## src/rtl/red_pitaya_fads_sort_scheduler_if.sv

```systemverilog
// System-bus interface for the FADS sort scheduler.
// The master drives address, data and strobes; the slave answers with data and ack.
interface red_pitaya_fads_sort_scheduler_if;
    logic [31:0] sys_addr;
    logic [31:0] sys_wdata;
    logic [3:0]  sys_sel;
    logic        sys_wen;
    logic        sys_ren;
    logic [31:0] sys_rdata;
    logic        sys_err;
    logic        sys_ack;

    modport master (
        output sys_addr, sys_wdata, sys_sel, sys_wen, sys_ren,
        input  sys_rdata, sys_err, sys_ack
    );

    modport slave (
        input  sys_addr, sys_wdata, sys_sel, sys_wen, sys_ren,
        output sys_rdata, sys_err, sys_ack
    );
endinterface

```

## src/rtl/red_pitaya_fads_sort_scheduler.sv

```systemverilog
// FADS sort scheduler: timestamps droplet sort requests into a FIFO of deadlines and
// fires one electrode pulse per entry once its deadline is reached.
// Optional statistics counters (accepted/fired/overflow/late) are built only when the
// macro FADS_SCHED_STATS_EN is defined; otherwise 0x10-0x1C read as 0.
//
// state    | meaning
// ---------+-------------------------------------------------------------
// ST_IDLE  | queue empty, nothing scheduled; delay shadow may update
// ST_WAIT  | head entry pending, waiting for its deadline
// ST_PULSE | trigger high, pulse timer counting down
// ST_GAP   | one forced low cycle between consecutive pulses
module red_pitaya_fads_sort_scheduler #(
    parameter int QLOG = 3,
    parameter int TW   = 32
) (
    input  logic adc_clk_i,
    input  logic adc_rstn_i,
    input  logic sort_req_i,
    output logic sort_trig_o,
    output logic busy_o,
    red_pitaya_fads_sort_scheduler_if.slave bus
);

    localparam int DEPTH = 1 << QLOG;
    localparam logic [QLOG:0] FULL_CNT = (QLOG + 1)'(DEPTH);

    typedef enum logic [1:0] {
        ST_IDLE  = 2'd0,
        ST_WAIT  = 2'd1,
        ST_PULSE = 2'd2,
        ST_GAP   = 2'd3
    } state_t;

    state_t          state, state_nxt;
    logic [TW-1:0]   now;
    logic [TW-1:0]   act_delay;
    logic [TW-1:0]   sort_delay;
    logic [TW-1:0]   sort_duration;
    logic [TW-1:0]   pulse_cnt;
    logic            enable;
    logic            trig;
    logic [TW-1:0]   queue [DEPTH];
    logic [QLOG-1:0] wr_ptr, rd_ptr;
    logic [QLOG:0]   count;
    logic            full, empty;
    logic [TW-1:0]   head, since_head;
    logic            head_due;
    logic            pop, push, drop, late, req_ok;
    logic [19:0]     addr;
    logic            wr_ctrl, flush, clr_cnt;
    logic [31:0]     rd_val, status;
    logic [31:0]     rdata;
    logic            ack;
    logic            unused_bus;

    assign addr    = bus.sys_addr[19:0];
    assign wr_ctrl = bus.sys_wen && (addr == 20'h00000);
    assign flush   = wr_ctrl && bus.sys_wdata[1];
    assign clr_cnt = wr_ctrl && bus.sys_wdata[2];

    // Byte selects and upper address bits have no meaning for this block.
    assign unused_bus = ^{bus.sys_sel, bus.sys_addr[31:20]};

    assign full  = (count == FULL_CNT);
    assign empty = (count == '0);

    // Wrap-safe due test: the head is due once now has reached or passed it.
    assign head       = queue[rd_ptr];
    assign since_head = now - head;
    assign head_due   = !empty && !since_head[TW-1];

    // A request at a full queue still gets in if the head leaves in the same cycle.
    assign req_ok = sort_req_i && enable && !flush;
    assign push   = req_ok && (!full || pop);
    assign drop   = req_ok && full && !pop;
    assign late   = pop && (since_head != '0);

    assign busy_o      = !empty || (state != ST_IDLE);
    assign sort_trig_o = trig;

    // Free-running timebase.
    always_ff @(posedge adc_clk_i) begin
        if (!adc_rstn_i) now <= '0;
        else             now <= now + TW'(1);
    end

    // FSM state register.
    always_ff @(posedge adc_clk_i) begin
        if (!adc_rstn_i) state <= ST_IDLE;
        else             state <= state_nxt;
    end

    // FSM next-state and pop decision; flush overrides everything.
    always_comb begin
        state_nxt = state;
        pop       = 1'b0;
        case (state)
            ST_IDLE:  if (!empty) state_nxt = ST_WAIT;
            ST_WAIT:  if (head_due) begin
                          state_nxt = ST_PULSE;
                          pop       = 1'b1;
                      end
            ST_PULSE: if (pulse_cnt == '0) state_nxt = ST_GAP;
            ST_GAP:   state_nxt = empty ? ST_IDLE : ST_WAIT;
            default:  state_nxt = ST_IDLE;
        endcase
        if (flush) begin
            state_nxt = ST_IDLE;
            pop       = 1'b0;
        end
    end

    // Registered trigger and pulse-length down-counter (duration 0 behaves as 1).
    always_ff @(posedge adc_clk_i) begin
        if (!adc_rstn_i) begin
            trig      <= 1'b0;
            pulse_cnt <= '0;
        end else begin
            trig <= (state_nxt == ST_PULSE);
            if (pop)
                pulse_cnt <= (sort_duration == '0) ? '0 : sort_duration - TW'(1);
            else if (state == ST_PULSE && pulse_cnt != '0)
                pulse_cnt <= pulse_cnt - TW'(1);
        end
    end

    // Deadline storage; the timestamp is the cycle the entry lands in the queue.
    always_ff @(posedge adc_clk_i) begin
        if (push) queue[wr_ptr] <= now + act_delay + TW'(1);
    end

    // Queue pointers and occupancy.
    always_ff @(posedge adc_clk_i) begin
        if (!adc_rstn_i || flush) begin
            wr_ptr <= '0;
            rd_ptr <= '0;
            count  <= '0;
        end else begin
            if (push) wr_ptr <= wr_ptr + 1'b1;
            if (pop)  rd_ptr <= rd_ptr + 1'b1;
            count <= count + {{QLOG{1'b0}}, push} - {{QLOG{1'b0}}, pop};
        end
    end

    // Configuration registers; the active delay only changes while nothing is queued,
    // so deadlines in the queue stay monotonic.
    always_ff @(posedge adc_clk_i) begin
        if (!adc_rstn_i) begin
            enable        <= 1'b1;
            sort_delay    <= TW'(31250);
            sort_duration <= TW'(125000);
            act_delay     <= TW'(31250);
        end else begin
            if (wr_ctrl) enable <= bus.sys_wdata[0];
            if (bus.sys_wen && addr == 20'h00004) sort_delay    <= TW'(bus.sys_wdata);
            if (bus.sys_wen && addr == 20'h00008) sort_duration <= TW'(bus.sys_wdata);
            if (empty && state == ST_IDLE) act_delay <= sort_delay;
        end
    end

`ifdef FADS_SCHED_STATS_EN
    logic [TW-1:0] cnt_accepted, cnt_fired, cnt_overflow, cnt_late;

    function automatic logic [TW-1:0] sat_inc(input logic [TW-1:0] v, input logic en);
        return (en && v != '1) ? v + TW'(1) : v;
    endfunction

    // Saturating event counters.
    always_ff @(posedge adc_clk_i) begin
        if (!adc_rstn_i || clr_cnt) begin
            cnt_accepted <= '0;
            cnt_fired    <= '0;
            cnt_overflow <= '0;
            cnt_late     <= '0;
        end else begin
            cnt_accepted <= sat_inc(cnt_accepted, push);
            cnt_fired    <= sat_inc(cnt_fired, pop);
            cnt_overflow <= sat_inc(cnt_overflow, drop);
            cnt_late     <= sat_inc(cnt_late, late);
        end
    end
`else
    logic unused_stats;
    assign unused_stats = ^{clr_cnt, drop, late};
`endif

    // Read decode.
    always_comb begin
        status              = '0;
        status[QLOG:0]      = count;
        status[16]          = trig;
        status[17]          = full;
        status[19:18]       = state;
        rd_val              = '0;
        case (addr)
            20'h00000: rd_val[0] = enable;
            20'h00004: rd_val    = 32'(sort_delay);
            20'h00008: rd_val    = 32'(sort_duration);
            20'h0000C: rd_val    = status;
`ifdef FADS_SCHED_STATS_EN
            20'h00010: rd_val    = 32'(cnt_accepted);
            20'h00014: rd_val    = 32'(cnt_fired);
            20'h00018: rd_val    = 32'(cnt_overflow);
            20'h0001C: rd_val    = 32'(cnt_late);
`endif
            default:   rd_val    = '0;
        endcase
    end

    // Bus response: one-cycle ack, registered read data.
    always_ff @(posedge adc_clk_i) begin
        if (!adc_rstn_i) begin
            ack   <= 1'b0;
            rdata <= '0;
        end else begin
            ack <= bus.sys_wen | bus.sys_ren;
            if (bus.sys_ren) rdata <= rd_val;
        end
    end

    assign bus.sys_ack   = ack;
    assign bus.sys_rdata = rdata;
    assign bus.sys_err   = 1'b0;

endmodule
```

## src/flat_wrapper.sv

```systemverilog
// flat-port wrapper written by rule: the top's interface ports become plain ports
module red_pitaya_fads_sort_scheduler_flat 
#(
    parameter int QLOG = 3,
    parameter int TW   = 32
)
  (adc_clk_i, adc_rstn_i, sort_req_i, sort_trig_o, busy_o, bus_sys_addr, bus_sys_wdata, bus_sys_sel, bus_sys_wen, bus_sys_ren, bus_sys_rdata, bus_sys_err, bus_sys_ack);
  red_pitaya_fads_sort_scheduler_if bus_i ();
  input  logic adc_clk_i;
  input  logic adc_rstn_i;
  input  logic sort_req_i;
  output logic sort_trig_o;
  output logic busy_o;
  input wire logic [$bits(bus_i.sys_addr)-1:0] bus_sys_addr;
  input wire logic [$bits(bus_i.sys_wdata)-1:0] bus_sys_wdata;
  input wire logic [$bits(bus_i.sys_sel)-1:0] bus_sys_sel;
  input wire logic [$bits(bus_i.sys_wen)-1:0] bus_sys_wen;
  input wire logic [$bits(bus_i.sys_ren)-1:0] bus_sys_ren;
  output wire logic [$bits(bus_i.sys_rdata)-1:0] bus_sys_rdata;
  output wire logic [$bits(bus_i.sys_err)-1:0] bus_sys_err;
  output wire logic [$bits(bus_i.sys_ack)-1:0] bus_sys_ack;
  assign bus_i.sys_addr = bus_sys_addr;
  assign bus_i.sys_wdata = bus_sys_wdata;
  assign bus_i.sys_sel = bus_sys_sel;
  assign bus_i.sys_wen = bus_sys_wen;
  assign bus_i.sys_ren = bus_sys_ren;
  assign bus_sys_rdata = bus_i.sys_rdata;
  assign bus_sys_err = bus_i.sys_err;
  assign bus_sys_ack = bus_i.sys_ack;
  red_pitaya_fads_sort_scheduler #(.QLOG(QLOG), .TW(TW)) u_core (.adc_clk_i(adc_clk_i), .adc_rstn_i(adc_rstn_i), .sort_req_i(sort_req_i), .sort_trig_o(sort_trig_o), .busy_o(busy_o), .bus(bus_i));
endmodule
```

## config.mk

```make
export PLATFORM = sky130hd
export DESIGN_NAME = red_pitaya_fads_sort_scheduler_flat
export DESIGN_NICKNAME = d
export VERILOG_FILES = /design/src/rtl/red_pitaya_fads_sort_scheduler_if.sv /design/src/rtl/red_pitaya_fads_sort_scheduler.sv /design/src/flat_wrapper.sv
export SDC_FILE = /design/constraint.sdc
export NUM_CORES = 1
export LEC_CHECK = 0
export ABC_AREA = 1
export BUFFER_PORTS_ARGS = -buffer_cell sky130_fd_sc_hd__buf_2
export CORE_ASPECT_RATIO = 0.9
export CORE_UTILIZATION = 31
export CTS_CLUSTER_DIAMETER = 50
export DETAILED_ROUTE_END_ITERATION = 8
export PLACE_DENSITY = 0.49
export RECOVER_POWER = 100
export SETUP_SLACK_MARGIN = 0.1
export SLEW_MARGIN = 20
export SYNTH_ARGS = -nofsm -noshare
export SYNTH_HDL_FRONTEND = slang
export SYNTH_SLANG_ARGS = --single-unit
```

## constraint.sdc

```tcl
create_clock -name adc_clk_i -period 11.21 [get_ports adc_clk_i]
set_input_delay 2.8025 -clock adc_clk_i [delete_from_list [all_inputs] [get_ports adc_clk_i]]
set_output_delay 2.8025 -clock adc_clk_i [all_outputs]
set_load 0.05 [all_outputs]
```

==> impl_metrics.ini, run 1 <==
[sta]
min_period_ps = 8302
final_clock_period_utilization_by_the_worst_path_pct = 74.06
setup-tns-final_ps = 0
finalSetupViolCount = 0
setup_repair_after_global_routing_missed_its_margin = false
clock-skew-final_ps = 36.44
clock.fmax_mhz = 120.5
finalHoldViolCount = 0
final.setup.worst_slack_ps = 2908
slew_viol_final = 319
max_slew.worst_pin.slew_ps = 3109
timing.slew.headroom_pct = -107.3

[placement]
port_buffers = 91
place.detailed.hpwl_mm = 41.57
worst_setup_slack_post_dpl_ps = 4361
routabilityCongestion = 0.8734

[worst_hold_path]
timing.hold.worst.class = register to register
hold_path_startpoint = u_core.now[0]$_SDFF_PN0_

[synthesis]
synth_fa_ha_area_share_pct = 4.306
synth-warning-count = 0
dominantRegCellSynth = sky130_fd_sc_hd__edfxtp_1
number_of_standard_cells_after_synthesis = 2473
synth_compound_gate_area_share_pct = 14.61
synth_edf_count = 256
async_reset_ff_share_pct = 0
synth_nets = 2621
post_synth_xor_area_fraction_pct = 3.006
synth_seq_cells = 466
synthSimpleGateAreaFrac_pct = 18.82
yosys-mux-area-fraction_pct = 0
post_synth.cell_area_avg_um2 = 8.953
netlist_area_mm2 = 0.02214
synth_cell_type_count = 57
synth_top_family_by_area = simple AND/OR/NAND/NOR gates
seq_area_frac_synth_pct = 53.71

[route]
viasPerCell = 4.970
vias = 17510
drt_drc_violations_left = 0
drt-initial-drc-count = 1242
post_drt_wl_per_cell_um = 17.94
route.final.wire_length_mm = 63.23
detailedRoute.firstPassIterationCount = 5
ant_nets = 0

[global_route]
number_of_global_route_vias_before_repair = 16750
grt_first_pass_wirelength_mm = 97.98
grt.total_usage_pct = 17.22
grt_remaining_overflow = 0
grt_antenna_before_repair = 0
pin_count_of_the_biggest_net_entering_global_routing = 75

[flow_run]
cap_viol_max_count = 7

[worst_setup_path]
timing.critical_path.cells = clkinvlp_2, buf_4, o21ai_0, o22ai_1, o21ai_0, ha_1, a21oi_1, o21a_1, o221ai_1, a21oi_1, nand3_1, nand2_1, nand3_1, nand2_1, nand2_1, nor3_1, clkbuf_1
slowest_delay_ps = 1880
cell_repeated_most_along_the_worst_path = sky130_fd_sc_hd__nand2_1
critical_path.max_fanout = 74
cp_data_arrival_time_ps = 8500
critical_path.slowest_cell = sky130_fd_sc_hd__clkinvlp_2
critPathKind = register to register
cp-start-kind = register
worst_ep_required_time_ps = 11410
critPathCaptureType = register

[floorplanning]
dieWidth_um = 283.7
die_area_mm2 = 0.07250
initial_utilization_pct = 31.48
fp.coreArea_mm2 = 0.07033
num_rows = 92
top_level_i_o_count = 109
dieHeight_um = 255.5

[final_layout]
final_layout_size_suffix_gt1_share_pct = 8.940
final_common_cell = sky130_fd_sc_hd__nor2_1
postLayoutCoreUtil_pct = 36.05
layout-area-overhead-vs-synth_pct = 14.50
nNetsFinal = 2685
most-common-layout-cells = 379 x sky130_fd_sc_hd__nor2_1, 348 x sky130_fd_sc_hd__nand2_1, 321 x sky130_fd_sc_hd__o21ai_0, 256 x sky130_fd_sc_hd__edfxtp_1, 207 x sky130_fd_sc_hd__dfxtp_1
diodes = 0

[clocking]
clock-sinks = 466
number_of_clock_buffers_inserted_by_tritoncts = 58
longest_clk_path_bufs = 3
htree_num_levels = 2
worst_setup_hold_path_clk_slew_ps = 60
cts_root_buf = sky130_fd_sc_hd__clkbuf_16
holdBufCountCts = 0
cts_resized = 0
post_cts_buffers = 0
clk_latency_ps = 640
cts_tree = done

[pwr]
powerDensity_mw_per_mm2 = 227.5
finalPower_mw = 5.767
leakage_nw = 9.752
ir_worst_vdd_mv = 0.1558

[outcome]
failed_checks = max-capacitance violations, max-slew violations
status = finished, violations left
## flip-flops by register name, summed over array words and instances, names as in the netlist, named ones only
signal	cells
u_core.enable	1
u_core.sort_trig_o	1
u_core.sort_delay	32
u_core.bus.sys_rdata	32
u_core.sort_duration	32
u_core.act_delay	32
u_core.pulse_cnt	32
u_core.queue	256
u_core.bus.sys_ack	1
u_core.count	4
u_core.now	32
u_core.rd_ptr	3
u_core.wr_ptr	3
u_core.state	2
## final timing paths
| kind | endpoint | slack (ps) | cells after the start |
|---|---|---|---|
| worst max-delay path | u_core.queue[3][13]$_DFFE_PP_ | 2910 | 17 |
| worst min-delay path | u_core.now[0]$_SDFF_PN0_ | 460 | 1 |
| worst max register to register | u_core.queue[3][13]$_DFFE_PP_ | 2910 | 17 |
| worst min register to register | u_core.now[0]$_SDFF_PN0_ | 460 | 1 |
## power breakdown
| group | total, mW | switching (mW) | internal, mW | leakage [nW] |
|---|---|---|---|---|
| combinational | 1.70 | 1.16 | 0.540 | 4.78 |
| clock | 1.88 | 0.768 | 1.11 | 0.932 |
| sequential | 2.19 | 0.139 | 2.05 | 4.04 |
| total | 5.77 | 2.07 | 3.70 | 9.75 |
## Yosys cell counts (all sizes together), types with 26 or more instances
| cell | n | area (um2) |
|---|---|---|
| nor3 | 37 | 200.2 |
| ha | 73 | 913.4 |
| o21ai | 324 | 1625 |
| nand4 | 26 | 196.4 |
| o221ai | 39 | 341.6 |
| xor2 | 60 | 525.5 |
| edfxtp | 256 | 7687 |
| a21oi | 160 | 800.8 |
| nand3 | 97 | 513.0 |
| clkbuf | 98 | 367.9 |
| inv | 197 | 739.5 |
| nand2 | 358 | 1386 |
| nor2 | 402 | 1624 |
| dfxtp | 210 | 4204 |
| o22ai | 31 | 193.9 |
## worst max-delay path, delay by kind of cell, from the launching register on
family | cells | cell delay, ps
buffers and inverters | 3 | 4050
AO/OA/AOI/OAI | 7 | 1490
AND/OR/NAND/NOR | 6 | 1150
flip-flops | 1 | 820
adder cells (fa/ha/maj) | 1 | 310
## cell type report
class | instances | area (um2)
clock inverter | 37 | 409.1
timing repair buffer | 119 | 595.6
multi-input combinational | 1694 | 9009
tap | 940 | 1176
clock buffer | 70 | 1518
inverter | 198 | 744.5
sequential | 466 | 11900
fill | 7083 | 44980
## logic make-up after synthesis
group / after synthesis
AOI/OAI and AO/OA: 589
adders and majority gates: 75
xor gates and xnor gates: 76
buffers and inverters: 313
DFF: 466
and+or+nand+nor: 953
other: 1
## stage by stage
stage	instance area, um2	hold slack [ps]	cells
finish	25350	460.6	3524
CTS	25500	461.2	3524
detailed placement	23570	452.9	3417
global route	25350	492.2	3524
floorplan	22140	429.7	2473
global placement	23570	445.7	3417
## layer usage
| metal | vias up | global-route usage, % | wire length, um |
|---|---|---|---|
| li1 | 8635 | - | - |
| met1 | 8486 | 23.98 | 30560 |
| met2 | 308 | 27.83 | 28910 |
| met3 | 84 | 2.326 | 2401 |
| met4 | 0 | 4.880 | 1358 |
| met5 | - | 0 | 0 |
Power figures use the tool's default switching activity.
==> run 2: changes to the inputs <==
- clock period: 11.21 -> 8.33 ns (I/O delays scaled with it)
==> run 2 against run 1 <==
Compared with the run above: the flow still finishes with violations (max-capacitance violations, max-slew violations); total power increased by 35%; design area is 0.19% higher; flip-flop and latch count stayed put; global-route usage about the same; clock power grew 36%; sequential power grew 33%; non-clock buffer count increased by 1; highest routed layer unchanged.
==> impl_metrics.ini, run 2 (synthesis gave the netlist of run 1 again) <==
[sta]
final_clock_period_utilization_by_the_worst_path_pct = 82.90
clock-skew-final_ps = 28.62
min_period_ps = 6906
finalHoldViolCount = 0
timing.slew.headroom_pct = -140.5
finalSetupViolCount = 0
final.setup.worst_slack_ps = 1424
setup-tns-final_ps = 0
slew_viol_final = 272
setup_repair_after_global_routing_missed_its_margin = false
clock.fmax_mhz = 144.8
max_slew.worst_pin.slew_ps = 3607

[floorplanning]
top_level_i_o_count = 109
die_area_mm2 = 0.07250
dieHeight_um = 255.5
fp.coreArea_mm2 = 0.07033
num_rows = 92
dieWidth_um = 283.7
initial_utilization_pct = 31.48

[global_route]
number_of_global_route_vias_before_repair = 16670
grt_first_pass_wirelength_mm = 97.72
grt_remaining_overflow = 0
grt.total_usage_pct = 17.19
grt_antenna_before_repair = 0
pin_count_of_the_biggest_net_entering_global_routing = 82

[worst_setup_path]
critical_path.max_fanout = 51
worst_ep_required_time_ps = 8640
worst_r2r_endpoint = u_core.queue[2][1]$_DFFE_PP_
r2r_setup_slack_ps = 1420
cp_data_arrival_time_ps = 7220
r2r_worst_path_depth = 19
cp-start-kind = register
critPathCaptureType = register
critPathKind = register to register

[placement]
placedInstanceArea_mm2 = 0.02358
routabilityCongestion = 0.8627
place.detailed.hpwl_mm = 42.31
worst_setup_slack_post_dpl_ps = 1786
port_buffers = 91

[final_layout]
nNetsFinal = 2687
final_common_cell = sky130_fd_sc_hd__nor2_1
most-common-layout-cells = 378 x sky130_fd_sc_hd__nor2_1, 347 x sky130_fd_sc_hd__nand2_1, 321 x sky130_fd_sc_hd__o21ai_0, 256 x sky130_fd_sc_hd__edfxtp_1, 207 x sky130_fd_sc_hd__dfxtp_1
postLayoutCoreUtil_pct = 36.11
diodes = 0
multiInputGateArea_mm2 = 0.009037
final_cell_area_mm2 = 0.02540
final_layout_size_suffix_gt1_share_pct = 9.323
registers.top_by_ff_count = u_core.queue
filler_cell_count = 7181
seq_area_mm2 = 0.01190
layout-area-overhead-vs-synth_pct = 14.72
largest_reg_flops = 256

[route]
detailedRoute.firstPassIterationCount = 6
post_drt_wl_per_cell_um = 17.97
viasPerCell = 4.960
drt_drc_violations_left = 0
drt-initial-drc-count = 1077
route.final.wire_length_mm = 63.34
ant_nets = 0
vias = 17480

[pwr]
finalPower_mw = 7.791
ir_worst_vdd_mv = 0.1699
leakage_nw = 9.774
powerDensity_mw_per_mm2 = 306.7

[clocking]
worst_setup_hold_path_clk_slew_ps = 60
cts_resized = 0
clk_latency_ps = 630
cts_tree = done
clock-sinks = 466
number_of_clock_buffers_inserted_by_tritoncts = 59
htree_num_levels = 2
post_cts_buffers = 0
holdBufCountCts = 0
cts_root_buf = sky130_fd_sc_hd__clkbuf_16
longest_clk_path_bufs = 3

[outcome]
failed_checks = max-capacitance violations, max-slew violations
status = finished, violations left

[worst_hold_path]
hold-path-endpoint = u_core.bus.sys_rdata[7]$_SDFFE_PN0P_
hold_path_startpoint = u_core.bus.sys_rdata[7]$_SDFFE_PN0P_
timing.hold.worst.class = register to register
min_path_cells = 2

[flow_run]
cap_viol_max_count = 6
==> run 2: cell types whose count changed in the layout (fill, tap and decap cells not counted), sizes merged <==
cell	before	now
inv	202	207
buf	77	76
clkbuf	112	114
bufinv	6	5
clkinv	23	19
==> run 2: worst max-delay path by stage <==
| stage | slack (ps) | start | depth (start not counted) | end |
|---|---|---|---|---|
| after CTS | 1790 | register | 19 | u_core.queue[2][7]$_DFFE_PP_ |
| after detailed placement | 1790 | register | 19 | u_core.queue[2][5]$_DFFE_PP_ |
| after global placement | 1850 | register | 19 | u_core.queue[2][5]$_DFFE_PP_ |
| final | 1420 | register | 19 | u_core.queue[2][1]$_DFFE_PP_ |
| after floorplan | 2700 | bus_sys_addr[12] | 11 | u_core.queue[5][0]$_DFFE_PP_ |
| after global routing | 770 | register | 19 | u_core.queue[2][7]$_DFFE_PP_ |
==> run 2: layout make-up <==
class,instances,area share (%)
Clock inverter,37,1.527
Inverter,198,2.931
Timing Repair Buffer,120,2.355
Clock buffer,70,6.133
Tap cell,940,4.631
Multi-Input combinational cell,1694,35.58
Sequential cell,466,46.84
==> run 2: per-stage QoR <==
step,hold slack [ps],instances
3_3_place_gp,444.1,3418
4_1_cts,465.1,3525
2_1_floorplan,429.7,2473
5_1_grt,486.3,3525
6_report,463.3,3525
3_5_place_dp,452.5,3418
==> run 2: power breakdown <==
| group | leakage, nW | switching (mW) | total, mW | internal [mW] |
|---|---|---|---|---|
| clock network | 0.950 | 1.05 | 2.55 | 1.50 |
| registers | 4.04 | 0.164 | 2.92 | 2.76 |
| logic | 4.78 | 1.59 | 2.32 | 0.730 |
==> run 2: routing by layer <==
layer / routed length (um) / vias to the layer above / track usage [%]
met5: 0 / - / 0
met1: 30470 / 8395 / 23.84
li1: - / 8640 / -
met4: 1651 / 0 / 5.631
met2: 28540 / 350 / 27.29
met3: 2678 / 99 / 2.683
==> run 2: critical path, cell delays in order (launching register included) <==
cell,delay [ps]
sky130_fd_sc_hd__dfxtp_4,710
sky130_fd_sc_hd__clkinv_2,720
sky130_fd_sc_hd__clkbuf_1,840
sky130_fd_sc_hd__o21ai_0,400
sky130_fd_sc_hd__o22ai_1,110
sky130_fd_sc_hd__o21ai_0,380
sky130_fd_sc_hd__ha_1,320
sky130_fd_sc_hd__nand2_1,90
sky130_fd_sc_hd__o21a_1,130
sky130_fd_sc_hd__o221ai_1,100
sky130_fd_sc_hd__a21oi_1,460
sky130_fd_sc_hd__nand3_1,150
sky130_fd_sc_hd__nand2_1,200
sky130_fd_sc_hd__nand3_4,130
sky130_fd_sc_hd__nand2_1,120
sky130_fd_sc_hd__nand2_2,110
sky130_fd_sc_hd__inv_1,150
sky130_fd_sc_hd__nand2_1,240
sky130_fd_sc_hd__nor2_4,760
sky130_fd_sc_hd__buf_4,380
==> run 3: changes to the inputs <==
- clock period: 8.33 -> 6.7 ns (I/O delays scaled with it)
==> run 3 against run 2 <==
Compared with the run above: the flow still finishes with violations (max-capacitance violations, max-slew violations); clock power grew 27%; core utilization grew 0.15 points; sequential share of layout area shrank 0.20 points; worst hold slack better by 0.70 ps; die area did not move; setup slack got worse by 540 ps; critical path depth unchanged; flip-flop and latch count is the same; clock skew rose by 22 ps; critical endpoint is now u_core.queue[2][12]$_DFFE_PP_.
==> impl_metrics.ini, run 3 (synthesis gave the netlist of run 1 again) <==
[outcome]
status = finished, violations left
failed_checks = max-capacitance violations, max-slew violations

[clocking]
post_cts_buffers = 0
longest_clk_path_bufs = 3
clk_latency_ps = 650
cts_tree = done
cts_resized = 0
worst_setup_hold_path_clk_slew_ps = 60
clock-sinks = 466
holdBufCountCts = 0
htree_num_levels = 2
number_of_clock_buffers_inserted_by_tritoncts = 59
cts_root_buf = sky130_fd_sc_hd__clkbuf_16

[route]
drt_drc_violations_left = 0
ant_nets = 0
vias = 17580
post_drt_wl_per_cell_um = 17.84
route.final.wire_length_mm = 63.03
detailedRoute.firstPassIterationCount = 5
viasPerCell = 4.975
drt-initial-drc-count = 1147

[worst_setup_path]
worstSetupPathDepth = 19
worst_ep_required_time_ps = 6940
r2r_setup_slack_ps = 890
r2r_worst_path_depth = 19
cp-start-kind = register
crit_end = u_core.queue[2][12]$_DFFE_PP_
worst-path-buf-inv = 4
slowest_delay_ps = 660
critical_path.max_fanout = 47
critPathKind = register to register
worst_path_dominant_cell_family = simple AND/OR/NAND/NOR gates
cp_data_arrival_time_ps = 6050
critical_path.slowest_cell = sky130_fd_sc_hd__clkinv_2
timing.critical_path.cells = clkinv_2, buf_4, o21ai_0, o22ai_1, o21ai_0, ha_1, nand4_1, nor4_1, nand2_1, nand2_1, nand2_2, nand2_1, nand3_1, nand2_1, nand2_1, inv_1, nand2_1, nor2_4, clkbuf_4
critPathCaptureType = register
worst_r2r_endpoint = u_core.queue[2][12]$_DFFE_PP_
cell_repeated_most_along_the_worst_path = sky130_fd_sc_hd__nand2_1

[placement]
place.detailed.hpwl_mm = 42.09
port_buffers = 91
placedInstanceArea_mm2 = 0.02363
routabilityCongestion = 0.8548

[global_route]
grt_first_pass_wirelength_mm = 97.37
grt_remaining_overflow = 0
grt.total_usage_pct = 17.06
pin_count_of_the_biggest_net_entering_global_routing = 81
number_of_global_route_vias_before_repair = 16790
grt_antenna_before_repair = 0

[final_layout]
nNetsFinal = 2691
layout-area-overhead-vs-synth_pct = 15.20
final_common_cell = sky130_fd_sc_hd__nor2_1
registers.top_by_ff_count = u_core.queue
diodes = 0
most-common-layout-cells = 377 x sky130_fd_sc_hd__nor2_1, 349 x sky130_fd_sc_hd__nand2_1, 321 x sky130_fd_sc_hd__o21ai_0, 256 x sky130_fd_sc_hd__edfxtp_1, 207 x sky130_fd_sc_hd__dfxtp_1
largest_reg_flops = 256
filler_cell_count = 7143
final_layout_size_suffix_gt1_share_pct = 9.599
final_cell_area_mm2 = 0.02551

[sta]
clock.fmax_mhz = 172.0
setup-tns-final_ps = 0
clock-skew-final_ps = 50.37
slew_viol_final = 223
min_period_ps = 5814
fin_hold_ws_ps = 464.0
max_slew.worst_pin.slew_ps = 1929
timing.slew.headroom_pct = -28.61
finalSetupViolCount = 0
setup_repair_after_global_routing_missed_its_margin = false
finalHoldViolCount = 0
final_clock_period_utilization_by_the_worst_path_pct = 86.78

[pwr]
powerDensity_mw_per_mm2 = 381.7
leakage_nw = 9.834
ir_worst_vdd_mv = 0.2194

[floorplanning]
die_area_mm2 = 0.07250
dieHeight_um = 255.5
initial_utilization_pct = 31.48
top_level_i_o_count = 109
num_rows = 92
fp.coreArea_mm2 = 0.07033
dieWidth_um = 283.7

[worst_hold_path]
timing.hold.worst.class = register to register

[flow_run]
cap_viol_max_count = 4
[run 3: cell count changes in the layout (fill, tap and decap cells not counted), sizes merged]
cell,previous run,this run
buf,76,77
bufinv,5,6
clkbuf,114,117
clkinv,19,28
clkinvlp,4,3
inv,207,203
[run 3: worst min-delay path by stage]
stage                                          from                                   end  cells after the start
2_1_floorplan              u_core.now[0]$_SDFF_PN0_              u_core.now[0]$_SDFF_PN0_                      1
3_3_place_gp               u_core.now[0]$_SDFF_PN0_              u_core.now[0]$_SDFF_PN0_                      1
3_5_place_dp               u_core.now[0]$_SDFF_PN0_              u_core.now[0]$_SDFF_PN0_                      1
4_1_cts        u_core.bus.sys_rdata[3]$_SDFFE_PN0P_  u_core.bus.sys_rdata[3]$_SDFFE_PN0P_                      2
5_1_grt        u_core.bus.sys_rdata[3]$_SDFFE_PN0P_  u_core.bus.sys_rdata[3]$_SDFFE_PN0P_                      2
6_report       u_core.bus.sys_rdata[2]$_SDFFE_PN0P_  u_core.bus.sys_rdata[2]$_SDFFE_PN0P_                      2
[run 3: worst reg2reg max path, cell delays in order, from the launching register on]
cell and delay (ps):
sky130_fd_sc_hd__dfxtp_4 600, sky130_fd_sc_hd__clkinv_2 680, sky130_fd_sc_hd__buf_4 460, sky130_fd_sc_hd__o21ai_0 160
sky130_fd_sc_hd__o22ai_1 90, sky130_fd_sc_hd__o21ai_0 360, sky130_fd_sc_hd__ha_1 210, sky130_fd_sc_hd__nand4_1 120
sky130_fd_sc_hd__nor4_1 510, sky130_fd_sc_hd__nand2_1 190, sky130_fd_sc_hd__nand2_1 130, sky130_fd_sc_hd__nand2_2 50
sky130_fd_sc_hd__nand2_1 80, sky130_fd_sc_hd__nand3_1 210, sky130_fd_sc_hd__nand2_1 160, sky130_fd_sc_hd__nand2_1 200
sky130_fd_sc_hd__inv_1 200, sky130_fd_sc_hd__nand2_1 260, sky130_fd_sc_hd__nor2_4 150, sky130_fd_sc_hd__clkbuf_4 580
[run 3: area by class of cell]
| type | instances | area [um2] | area share, % |
|---|---|---|---|
| Timing Repair Buffer | 124 | 650.6 | 2.551 |
| Clock inverter | 42 | 445.4 | 1.746 |
| Inverter | 198 | 744.5 | 2.919 |
| Multi-Input combinational cell | 1694 | 9022 | 35.37 |
| Tap cell | 940 | 1176 | 4.611 |
| Sequential cell | 466 | 11900 | 46.65 |
| Clock buffer | 70 | 1569 | 6.152 |
[run 3: metrics by stage]
stage | setup slack (ps) | power [mW] | utilization (%) | instances
floorplan | 1215 | 5.778 | - | 2473
global placement | 1114 | 6.568 | 33.60 | 3422
detailed placement | 1054 | 6.597 | 33.60 | 3422
CTS | 1046 | 9.858 | 36.46 | 3534
global route | 418.6 | 10.35 | 36.26 | 3534
finish | 885.9 | 9.735 | 36.26 | 3534
[run 3: where the power goes]
| group | total (mW) | switching [mW] | internal [mW] | leakage [nW] |
|---|---|---|---|---|
| clock network | 3.23 | 1.31 | 1.92 | 0.985 |
| registers | 3.62 | 0.194 | 3.43 | 4.04 |
| logic | 2.88 | 1.97 | 0.912 | 4.81 |
[run 3: per-layer routing]
layer	vias up	GRT usage [%]	wire length, um
met5	-	0	0
met4	0	4.565	1216
met3	83	2.433	2651
met2	338	27.58	28870
met1	8499	23.75	30290
li1	8660	-	-
